**src/rtl/multicycle_control_fsm_if.sv**
```systemverilog
// rtl/multicycle_control_fsm_if.sv - control FSM to datapath/memory signal bundle
interface multicycle_control_fsm_if;
  logic [6:0] opcode;
  logic       branch_taken;
  logic       mem_ready;
  logic       pc_write;
  logic       ir_write;
  logic       adr_src;
  logic       mem_req;
  logic       mem_write;
  logic       reg_write;
  logic [1:0] result_src;
  logic [1:0] alu_src_a;
  logic [1:0] alu_src_b;
  logic [1:0] alu_op;
  logic [2:0] imm_src;
  logic [1:0] trap_cause;
  logic [3:0] state_o;

  modport master (
    input  opcode, branch_taken, mem_ready,
    output pc_write, ir_write, adr_src, mem_req, mem_write, reg_write,
           result_src, alu_src_a, alu_src_b, alu_op, imm_src, trap_cause, state_o
  );

  modport slave (
    output opcode, branch_taken, mem_ready,
    input  pc_write, ir_write, adr_src, mem_req, mem_write, reg_write,
           result_src, alu_src_a, alu_src_b, alu_op, imm_src, trap_cause, state_o
  );
endinterface

```
**src/rtl/multicycle_control_fsm.sv**
```systemverilog
// rtl/multicycle_control_fsm.sv - multi-cycle RV32I control FSM with memory wait timeout
module multicycle_control_fsm #(
  parameter int unsigned MAX_WAIT     = 16,
  parameter bit          ILLEGAL_TRAP = 1'b1
) (
  input  logic                    clk,
  input  logic                    rst_n,
  multicycle_control_fsm_if.master ctrl
);
  localparam int unsigned   CW         = (MAX_WAIT > 0) ? $clog2(MAX_WAIT + 1) : 1;
  localparam logic [CW-1:0] WAIT_LIMIT = CW'(MAX_WAIT);

  localparam logic [3:0] S_FETCH    = 4'd0;
  localparam logic [3:0] S_DECODE   = 4'd1;
  localparam logic [3:0] S_MEMADR   = 4'd2;
  localparam logic [3:0] S_MEMREAD  = 4'd3;
  localparam logic [3:0] S_MEMWB    = 4'd4;
  localparam logic [3:0] S_MEMWRITE = 4'd5;
  localparam logic [3:0] S_EXECR    = 4'd6;
  localparam logic [3:0] S_EXECI    = 4'd7;
  localparam logic [3:0] S_ALUWB    = 4'd8;
  localparam logic [3:0] S_BRANCH   = 4'd9;
  localparam logic [3:0] S_JAL      = 4'd10;
  localparam logic [3:0] S_JALR     = 4'd11;
  localparam logic [3:0] S_LUI      = 4'd12;
  localparam logic [3:0] S_AUIPC    = 4'd13;
  localparam logic [3:0] S_TRAP     = 4'd14;

  localparam logic [6:0] OP_LOAD   = 7'b0000011;
  localparam logic [6:0] OP_STORE  = 7'b0100011;
  localparam logic [6:0] OP_R      = 7'b0110011;
  localparam logic [6:0] OP_I      = 7'b0010011;
  localparam logic [6:0] OP_BRANCH = 7'b1100011;
  localparam logic [6:0] OP_JAL    = 7'b1101111;
  localparam logic [6:0] OP_JALR   = 7'b1100111;
  localparam logic [6:0] OP_LUI    = 7'b0110111;
  localparam logic [6:0] OP_AUIPC  = 7'b0010111;

  localparam logic [1:0] TC_NONE    = 2'b00;
  localparam logic [1:0] TC_ILLEGAL = 2'b01;
  localparam logic [1:0] TC_TIMEOUT = 2'b10;

  logic [3:0]    state;
  logic [3:0]    state_next;
  logic [CW-1:0] wait_cnt;
  logic [1:0]    trap_cause_q;
  logic [1:0]    trap_next;
  logic          timeout;

  logic       pc_write;
  logic       ir_write;
  logic       adr_src;
  logic       mem_req;
  logic       mem_write;
  logic       reg_write;
  logic [1:0] result_src;
  logic [1:0] alu_src_a;
  logic [1:0] alu_src_b;
  logic [1:0] alu_op;
  logic [2:0] imm_src;

  always_comb begin
    pc_write   = 1'b0;
    ir_write   = 1'b0;
    adr_src    = 1'b0;
    mem_req    = 1'b0;
    mem_write  = 1'b0;
    reg_write  = 1'b0;
    result_src = 2'b00;
    alu_src_a  = 2'b00;
    alu_src_b  = 2'b00;
    alu_op     = 2'b00;
    case (state)
      S_FETCH: begin
        mem_req    = 1'b1;
        alu_src_b  = 2'b10;
        result_src = 2'b10;
        ir_write   = ctrl.mem_ready;
        pc_write   = ctrl.mem_ready;
      end
      S_DECODE: begin
        alu_src_a = 2'b01;
        alu_src_b = 2'b01;
      end
      S_MEMADR: begin
        alu_src_a = 2'b10;
        alu_src_b = 2'b01;
      end
      S_MEMREAD: begin
        mem_req = 1'b1;
        adr_src = 1'b1;
      end
      S_MEMWB: begin
        result_src = 2'b01;
        reg_write  = 1'b1;
      end
      S_MEMWRITE: begin
        mem_req   = 1'b1;
        mem_write = 1'b1;
        adr_src   = 1'b1;
      end
      S_EXECR: begin
        alu_src_a = 2'b10;
        alu_op    = 2'b10;
      end
      S_EXECI: begin
        alu_src_a = 2'b10;
        alu_src_b = 2'b01;
        alu_op    = 2'b10;
      end
      S_ALUWB: reg_write = 1'b1;
      S_BRANCH: begin
        alu_src_a = 2'b10;
        alu_op    = 2'b01;
        pc_write  = ctrl.branch_taken;
      end
      // ALUOut already holds the jump target; the ALU now forms OldPC+4 for rd.
      S_JAL: begin
        alu_src_a = 2'b01;
        alu_src_b = 2'b10;
        pc_write  = 1'b1;
      end
      S_JALR: begin
        alu_src_a = 2'b10;
        alu_src_b = 2'b01;
      end
      S_LUI: begin
        alu_src_a = 2'b11;
        alu_src_b = 2'b01;
      end
      S_AUIPC: begin
        alu_src_a = 2'b01;
        alu_src_b = 2'b01;
      end
      default: ;
    endcase
  end

  always_comb begin
    case (ctrl.opcode)
      OP_STORE:         imm_src = 3'b001;
      OP_BRANCH:        imm_src = 3'b010;
      OP_JAL:           imm_src = 3'b011;
      OP_LUI, OP_AUIPC: imm_src = 3'b100;
      default:          imm_src = 3'b000;
    endcase
  end

  // A handshake completing in the limit cycle takes priority over the timeout.
  assign timeout = (MAX_WAIT != 0) && mem_req && !ctrl.mem_ready && (wait_cnt == WAIT_LIMIT);

  always_comb begin
    state_next = state;
    trap_next  = trap_cause_q;
    case (state)
      S_FETCH: if (ctrl.mem_ready) state_next = S_DECODE;
      S_DECODE: begin
        case (ctrl.opcode)
          OP_LOAD, OP_STORE: state_next = S_MEMADR;
          OP_R:              state_next = S_EXECR;
          OP_I:              state_next = S_EXECI;
          OP_BRANCH:         state_next = S_BRANCH;
          OP_JAL:            state_next = S_JAL;
          OP_JALR:           state_next = S_JALR;
          OP_LUI:            state_next = S_LUI;
          OP_AUIPC:          state_next = S_AUIPC;
          default: begin
            if (ILLEGAL_TRAP) begin
              state_next = S_TRAP;
              trap_next  = TC_ILLEGAL;
            end else begin
              state_next = S_FETCH;
            end
          end
        endcase
      end
      S_MEMADR:   state_next = (ctrl.opcode == OP_STORE) ? S_MEMWRITE : S_MEMREAD;
      S_MEMREAD:  if (ctrl.mem_ready) state_next = S_MEMWB;
      S_MEMWB:    state_next = S_FETCH;
      S_MEMWRITE: if (ctrl.mem_ready) state_next = S_FETCH;
      S_EXECR:    state_next = S_ALUWB;
      S_EXECI:    state_next = S_ALUWB;
      S_ALUWB:    state_next = S_FETCH;
      S_BRANCH:   state_next = S_FETCH;
      S_JAL:      state_next = S_ALUWB;
      S_JALR:     state_next = S_JAL;
      S_LUI:      state_next = S_ALUWB;
      S_AUIPC:    state_next = S_ALUWB;
      S_TRAP:     state_next = S_TRAP;
      default:    state_next = S_FETCH;
    endcase
    if (timeout) begin
      state_next = S_TRAP;
      trap_next  = TC_TIMEOUT;
    end
  end

  always_ff @(posedge clk or negedge rst_n) begin
    if (!rst_n) begin
      state        <= S_FETCH;
      wait_cnt     <= '0;
      trap_cause_q <= TC_NONE;
    end else begin
      state        <= state_next;
      trap_cause_q <= trap_next;
      if (state_next != state) begin
        wait_cnt <= '0;
      end else if (mem_req && !ctrl.mem_ready && (wait_cnt != '1)) begin
        wait_cnt <= wait_cnt + CW'(1);
      end
    end
  end

  assign ctrl.pc_write   = pc_write;
  assign ctrl.ir_write   = ir_write;
  assign ctrl.adr_src    = adr_src;
  assign ctrl.mem_req    = mem_req;
  assign ctrl.mem_write  = mem_write;
  assign ctrl.reg_write  = reg_write;
  assign ctrl.result_src = result_src;
  assign ctrl.alu_src_a  = alu_src_a;
  assign ctrl.alu_src_b  = alu_src_b;
  assign ctrl.alu_op     = alu_op;
  assign ctrl.imm_src    = imm_src;
  assign ctrl.trap_cause = trap_cause_q;
  assign ctrl.state_o    = state;
endmodule

```
**src/flat_wrapper.sv**
```systemverilog
// flat-port wrapper written by rule: the top's interface ports become plain ports
module multicycle_control_fsm_flat 
#(
  parameter int unsigned MAX_WAIT     = 16,
  parameter bit          ILLEGAL_TRAP = 1'b1
)
  (clk, rst_n, ctrl_opcode, ctrl_branch_taken, ctrl_mem_ready, ctrl_pc_write, ctrl_ir_write, ctrl_adr_src, ctrl_mem_req, ctrl_mem_write, ctrl_reg_write, ctrl_result_src, ctrl_alu_src_a, ctrl_alu_src_b, ctrl_alu_op, ctrl_imm_src, ctrl_trap_cause, ctrl_state_o);
  multicycle_control_fsm_if ctrl_i ();
  input  logic clk;
  input  logic rst_n;
  input wire logic [$bits(ctrl_i.opcode)-1:0] ctrl_opcode;
  input wire logic [$bits(ctrl_i.branch_taken)-1:0] ctrl_branch_taken;
  input wire logic [$bits(ctrl_i.mem_ready)-1:0] ctrl_mem_ready;
  output wire logic [$bits(ctrl_i.pc_write)-1:0] ctrl_pc_write;
  output wire logic [$bits(ctrl_i.ir_write)-1:0] ctrl_ir_write;
  output wire logic [$bits(ctrl_i.adr_src)-1:0] ctrl_adr_src;
  output wire logic [$bits(ctrl_i.mem_req)-1:0] ctrl_mem_req;
  output wire logic [$bits(ctrl_i.mem_write)-1:0] ctrl_mem_write;
  output wire logic [$bits(ctrl_i.reg_write)-1:0] ctrl_reg_write;
  output wire logic [$bits(ctrl_i.result_src)-1:0] ctrl_result_src;
  output wire logic [$bits(ctrl_i.alu_src_a)-1:0] ctrl_alu_src_a;
  output wire logic [$bits(ctrl_i.alu_src_b)-1:0] ctrl_alu_src_b;
  output wire logic [$bits(ctrl_i.alu_op)-1:0] ctrl_alu_op;
  output wire logic [$bits(ctrl_i.imm_src)-1:0] ctrl_imm_src;
  output wire logic [$bits(ctrl_i.trap_cause)-1:0] ctrl_trap_cause;
  output wire logic [$bits(ctrl_i.state_o)-1:0] ctrl_state_o;
  assign ctrl_i.opcode = ctrl_opcode;
  assign ctrl_i.branch_taken = ctrl_branch_taken;
  assign ctrl_i.mem_ready = ctrl_mem_ready;
  assign ctrl_pc_write = ctrl_i.pc_write;
  assign ctrl_ir_write = ctrl_i.ir_write;
  assign ctrl_adr_src = ctrl_i.adr_src;
  assign ctrl_mem_req = ctrl_i.mem_req;
  assign ctrl_mem_write = ctrl_i.mem_write;
  assign ctrl_reg_write = ctrl_i.reg_write;
  assign ctrl_result_src = ctrl_i.result_src;
  assign ctrl_alu_src_a = ctrl_i.alu_src_a;
  assign ctrl_alu_src_b = ctrl_i.alu_src_b;
  assign ctrl_alu_op = ctrl_i.alu_op;
  assign ctrl_imm_src = ctrl_i.imm_src;
  assign ctrl_trap_cause = ctrl_i.trap_cause;
  assign ctrl_state_o = ctrl_i.state_o;
  multicycle_control_fsm #(.MAX_WAIT(MAX_WAIT), .ILLEGAL_TRAP(ILLEGAL_TRAP)) u_core (.clk(clk), .rst_n(rst_n), .ctrl(ctrl_i));
endmodule
```
**config.mk**
```make
export PLATFORM = sky130hd
export DESIGN_NAME = multicycle_control_fsm_flat
export DESIGN_NICKNAME = d
export VERILOG_FILES = /design/src/rtl/multicycle_control_fsm_if.sv /design/src/rtl/multicycle_control_fsm.sv /design/src/flat_wrapper.sv
export SDC_FILE = /design/constraint.sdc
export NUM_CORES = 1
export LEC_CHECK = 0
export CAP_MARGIN = 40
export CORE_MARGIN = 2
export CORE_UTILIZATION = 47
export DETAILED_ROUTE_END_ITERATION = 16
export HOLD_SLACK_MARGIN = 0.06
export MAX_ROUTING_LAYER = met4
export PLACE_DENSITY = 0.8
export SYNTH_ARGS = -nofsm -noshare
export SYNTH_HDL_FRONTEND = slang
export SYNTH_SLANG_ARGS = --single-unit
```
**constraint.sdc**
```tcl
create_clock -name clk -period 2.5 [get_ports clk]
set_input_delay 0.375 -clock clk [delete_from_list [all_inputs] [get_ports clk]]
set_output_delay 0.375 -clock clk [all_outputs]
set_load 0.02 [all_outputs]
```
; Yosys cells after proc, flatten, opt, wreduce, memory -nomap -nowiden
; Index checks and enable logic that the tools add are counted.
[word_totals]
register_bits = 11
input_bits = 11
[op_classes]
muxes = 23
n_eq_ne = 27
reduce_logical = 20
n_addsub = 1
[ops]
columns = operator, count
row1 = 4-bit one-hot mux with 8 select lines, 2
row2 = 4-bit == test (second input constant), 7
row3 = 7-bit by 6-bit == test with 1-bit output (second input constant), 3
row4 = 7-bit == test (second input constant), 3
row5 = 4-bit by 3-bit == test with 1-bit output (second input constant), 4
row6 = 4-bit 2-to-1 mux, 4
row7 = 7-bit by 5-bit == test with 1-bit output (second input constant), 2
row8 = 2-bit one-hot mux with 2 select lines, 3
row9 = 3-bit one-hot mux with 4 select lines, 1
row10 = 2-bit OR reduction, 6
row11 = 5-bit 2-to-1 mux, 2
row12 = 5-bit OR reduction, 2
row13 = 9-bit OR reduction, 1
row14 = 4-bit by 2-bit == test with 1-bit output (second input constant), 2
row15 = 7-bit by 2-bit == test with 1-bit output (second input constant), 1
row16 = 2-bit 2-to-1 mux, 3
row17 = 2-bit one-hot mux with 3 select lines, 1
row18 = 3-bit OR reduction, 2
row19 = 6-bit OR reduction, 1
row20 = 5-bit by 1-bit adder with 5-bit output (second input constant), 1
row21 = 5-bit == test (second input constant), 1
row22 = 1-bit 2-to-1 mux, 5
row23 = 5-bit != test (second input constant), 1
row24 = 4-bit by 1-bit == test with 1-bit output (second input constant), 1
row25 = other kinds (9), 12

; Logic depth before layout (Yosys ltp)
[depth]
ltp_word = 8
depth_mapped = 8

; Worst setup path after synthesis
; OpenSTA, ideal clock, no wires.
[synth_path]
path_kind = register to output
start = reg u_core.state[1] (netlist: u_core.ctrl.state_o[1])
end = out ctrl_ir_write
arrival_time_ps = 1988
path_slack_ps = 137
stages_incl_launch_ff = 5
n_path_buf = 2
cell_sequence = dfrtp_1 > buf_2 > buf_1 > nor4_1 > and2_1
[synth_via]
elab_chain_cells = 2
[synth_rtl]
columns = item, line
row1 = from (decl), multicycle_control_fsm.sv:43  ; logic [3:0] state;
row2 = from (signal assigned), multicycle_control_fsm.sv:204  ; state <= state_next;
row3 = 4-bit zero test, multicycle_control_fsm.sv:73  ; case (state)
row4 = 1-bit 2-to-1 mux, multicycle_control_fsm.sv:73
row5 = to (decl), flat_wrapper.sv:15  ; output wire logic [$bits(ctrl_i.ir_write)-1:0] ctrl_ir_write;
; No other way between the ends.

; Final worst setup path
[layout_path]
start = reg u_core.state[1] (netlist: u_core.ctrl.state_o[1])
end = out ctrl_mem_req
[layout_via]
elab_chain_cells = 3
[layout_rtl]
columns = item, line
row1 = "4-bit by 2-bit == test with 1-bit output, or another cell as far along", multicycle_control_fsm.sv:73
row2 = 3-bit OR reduction (no source line) (*), n/a
row3 = 1-bit 2-to-1 mux (*), multicycle_control_fsm.sv:73
row4 = to (decl), flat_wrapper.sv:17  ; output wire logic [$bits(ctrl_i.mem_req)-1:0] ctrl_mem_req;
; Every way passes the cells marked *; elsewhere a longest branch is shown, timed or not.

==> summary.txt <==
Outcome
  – Status: complete, no violations

Power and ir drop
  – Pwr Density: 1110 nW/um^2
  – Total net switching power: 0.890 mW
  – Flop pwr share: 0.189
  – Net switching fraction of the power: 0.485
  – Worst VDD drop: 0.934 mV
  – P_int: 0.945 mW
  – Power share of the combinational group: 0.748
  – Clock Power Share: 0.063
  – Leak pwr: 0.755 nW

Synthesis
  – Mux cell area share after synthesis: 0.0367
  – Top cell type's share of synthesized area: 0.244
  – Yosys Warn Count: 0
  – Avg Inst Size Synth: 7.87 sq um
  – Area contributors post-synth: dfrtp_1, nand2_1, nor3_1
  – Compound-Gate Fraction of Synth Area: 0.213
  – Post-synth top area cell: dfrtp_1
  – Adder-cell share of the synthesized area: 0.0333
  – Main combinational cell family by area after synthesis: simple AND/OR/NAND/NOR gates
  – Post-synth EDFFs: 0
  – Mapped Nets: 157
  – Yosys reg bits: 11
  – Xor/xnor share of the synthesized area: 0.0389
  – Post-synthesis simple-gate area fraction: 0.377
  – Post-synth ARST share: 1.00
  – Cells after Synth: 143
  – Register area share after synthesis: 0.244
  – Synth unique cells: 48
  – Synth Cell Area: 1130 sq um
  – Ys flop type: dfrtp_1

Drt
  – Vias per std cell: 5.68
  – Routed WL: 3250 um
  – DR DRC count: 0
  – Detailed Routing Iterations Pass 1: 4
  – Initial DRC Count: 23
  – Antenna Nets Post-Route: 0
  – WL per Instance: 15.0 um
  – Via count: 1232

Floorplan
  – Core area: 2230 sq um
  – Die W: 53.0 um
  – Cell Rows: 17
  – Initial Util: 0.504
  – Die Y: 53.0 um
  – Area of the die: 2800 sq um
  – Ports: 34

Setup path
  – Setup CP Type: flop to output port
  – Required @ worst endpoint: 2.12 ns
  – CP endpoint kind: output port
  – Cells on worst reg2reg path: 5
  – WP data arrival: 2.06 ns
  – Startpoint types: flop
  – CP max FO: 18

Clocking
  – Root Buffer: clkbuf_4
  – Clock tree from TritonCTS: done
  – Worst-Skew Late Latency: 0.26 ns
  – Inserted Clock Buffers: 3
  – # clock sinks: 11
  – Hold Buf Count CTS: 0
  – Worst-path clk slew: 0.06 ns
  – Clk buf depth: 2
  – H-Tree Depth: 1

STA
  – Hold Fails Final Rpt: 0
  – Worst hold slack: 0.429 ns
  – Post-route setup slack: 0.0666 ns
  – Unrepaired setup endpoints after global routing: true
  – Slew Limit Fails: 0
  – Period minus WS final: 2.43 ns
  – Max Clock Skew: 0.00130 ns
  – Fmax achieved: 0.411 GHz
  – Part of the cycle the worst path needs: 0.973
  – Final setup viols: 0
  – Least-Margin Pin Slew: 0.465 ns
  – Slew margin rel.: 0.689

Place
  – GP Congestion: 0.913
  – Detailed placement HPWL: 2480 um
  – IO Port Bufs: 33
  – Cells after DPL: 213
  – Dpl ws: -0.0129 ns

Cells and area
  – Nets: 204
  – Fraction of layout cells with a size suffix above 1: 0.201
  – Synth-to-layout area growth: 47.0%
  – Core Util, Final: 0.741
  – Fin cells: 217
  – Ant. Diodes: 0

Global route
  – Total Routing Usage GR: 0.268
  – Initial antenna violation count: 0
  – Grt ovf: 0
  – Pin count of the biggest net entering global routing: 19
  – Vias in the first global route: 1232
  – First-pass GRT wire length: 5430 um

Run
  – Max-Cap Viols: 0

Worst hold path
  – Hold Crit Class: input port to asynchronous set/reset pin
-- layer usage --
layer / share of wire / global-route usage
met3: 0.056 / 0.0198
met4: 0.011 / 0.107
met2: 0.50 / 0.452
met1: 0.43 / 0.334
met5: 0 / -
-- cells in the mapped netlist (2+ instances only) --
library cell and n:
a21o_1 3, xnor2_1 2, and2_1 3, a21boi_0 2
or4b_1 2, nor2_1 13, xor2_1 3, nor3_1 11
a32oi_1 3, nand3_1 3, ha_1 3, nand3b_4 2
nand2b_1 4, nand4_1 3, nor4_1 2, inv_1 8
o21ai_0 6, nand2_1 16, a21oi_1 7, buf_2 3
mux2i_1 3, dfrtp_1 11, clkbuf_1 4, a31oi_1 2
-- state kept, by name, summed over array words and instances, names as in the netlist --
signal / count
u_core.ctrl.state_o: 4
u_core.ctrl.trap_cause: 2
u_core.wait_cnt: 5
-- logic make-up (layout without fill, tap and decap cells) --
group | count (synthesis) | after routing
AOI/OAI and AO/OA | 33 | 33
muxes | 4 | 4
DFF | 11 | 11
xor gates and xnor gates | 5 | 5
adders and majority gates | 3 | 3
buffers and inverters | 16 | 62
and+or+nand+nor | 71 | 71
-- worst paths after layout --
check	start	to	slack (ns)
worst min register to register	u_core.ctrl.trap_cause[1]	u_core.ctrl.trap_cause[1]	0.50
worst max-delay path	u_core.ctrl.state_o[1]	ctrl_mem_req	0.07
max in group asynchronous	rst_n	u_core.ctrl.state_o[2]	1.73
worst max register to register	u_core.ctrl.state_o[1]	u_core.wait_cnt[2]	0.30
min in group clk	u_core.ctrl.trap_cause[1]	u_core.ctrl.trap_cause[1]	0.50
worst min-delay path	rst_n	u_core.wait_cnt[1]	0.43
-- metrics by stage --
| stage | TNS, ns | cell area, sq um | power, mW |
|---|---|---|---|
| floorplan | 0 | 1130 | 1.13 |
| global placement | 0 | 1590 | 1.65 |
| detailed placement | -0.0129 | 1590 | 1.68 |
| CTS | 0 | 1630 | 1.82 |
| global route | -0.0427 | 1660 | 1.98 |
| finish | 0 | 1660 | 1.84 |
-- power by group through the flow --
stage	Combinational [mW]	Sequential (mW)	Clock (mW)
2_1_floorplan	0.840	0.285	0
3_3_place_gp	1.32	0.330	0
3_5_place_dp	1.35	0.335	0
4_1_cts	1.36	0.338	0.121
5_1_grt	1.49	0.364	0.127
6_report	1.37	0.348	0.116
-- placed cells by master (no fill, tap or decap), drive strengths merged, types with 2 or more instances in the layout --
cell type / netlist / routed
clkdlybuf4s50: 0 / 31
buf: 4 / 17
nand2: 16 / 16
nor2: 13 / 13
nor3: 12 / 12
dfrtp: 11 / 11
inv: 8 / 8
a21oi: 7 / 7
o21ai: 6 / 6
nand2b: 4 / 4
clkbuf: 4 / 4
and2: 3 / 3
a32oi: 3 / 3
nand3: 3 / 3
nand4: 3 / 3
a21o: 3 / 3
xor2: 3 / 3
mux2i: 3 / 3
ha: 3 / 3
nand3b: 3 / 3
nor4: 3 / 3
or4b: 2 / 2
a21boi: 2 / 2
a31oi: 2 / 2
dlymetal6s2s: 0 / 2
xnor2: 2 / 2
or2: 2 / 2
-- timing repair --
action	in CTS	in global routing
setup buffers	0	0
gates cloned	0	0
endpoints found under the setup margin	5	8
gates resized for setup	4	7
-- critical path: stages, from the launching register on --
cell             delay, ns
dfrtp_2               0.53
xnor2_2               0.21
nor2_1                0.27
or2_2                 0.17
clkdlybuf4s50_1       0.60
-- cell type report --
type                            count  area [sq um]
Timing Repair Buffer               50           463
Sequential cell                    11           280
Inverter                            8          30.0
Multi-Input combinational cell    116           821
Clock buffer                        4          26.3
Tap cell                           28          35.0
Fill cell                         185           578
(Power assumes the default switching activity.)
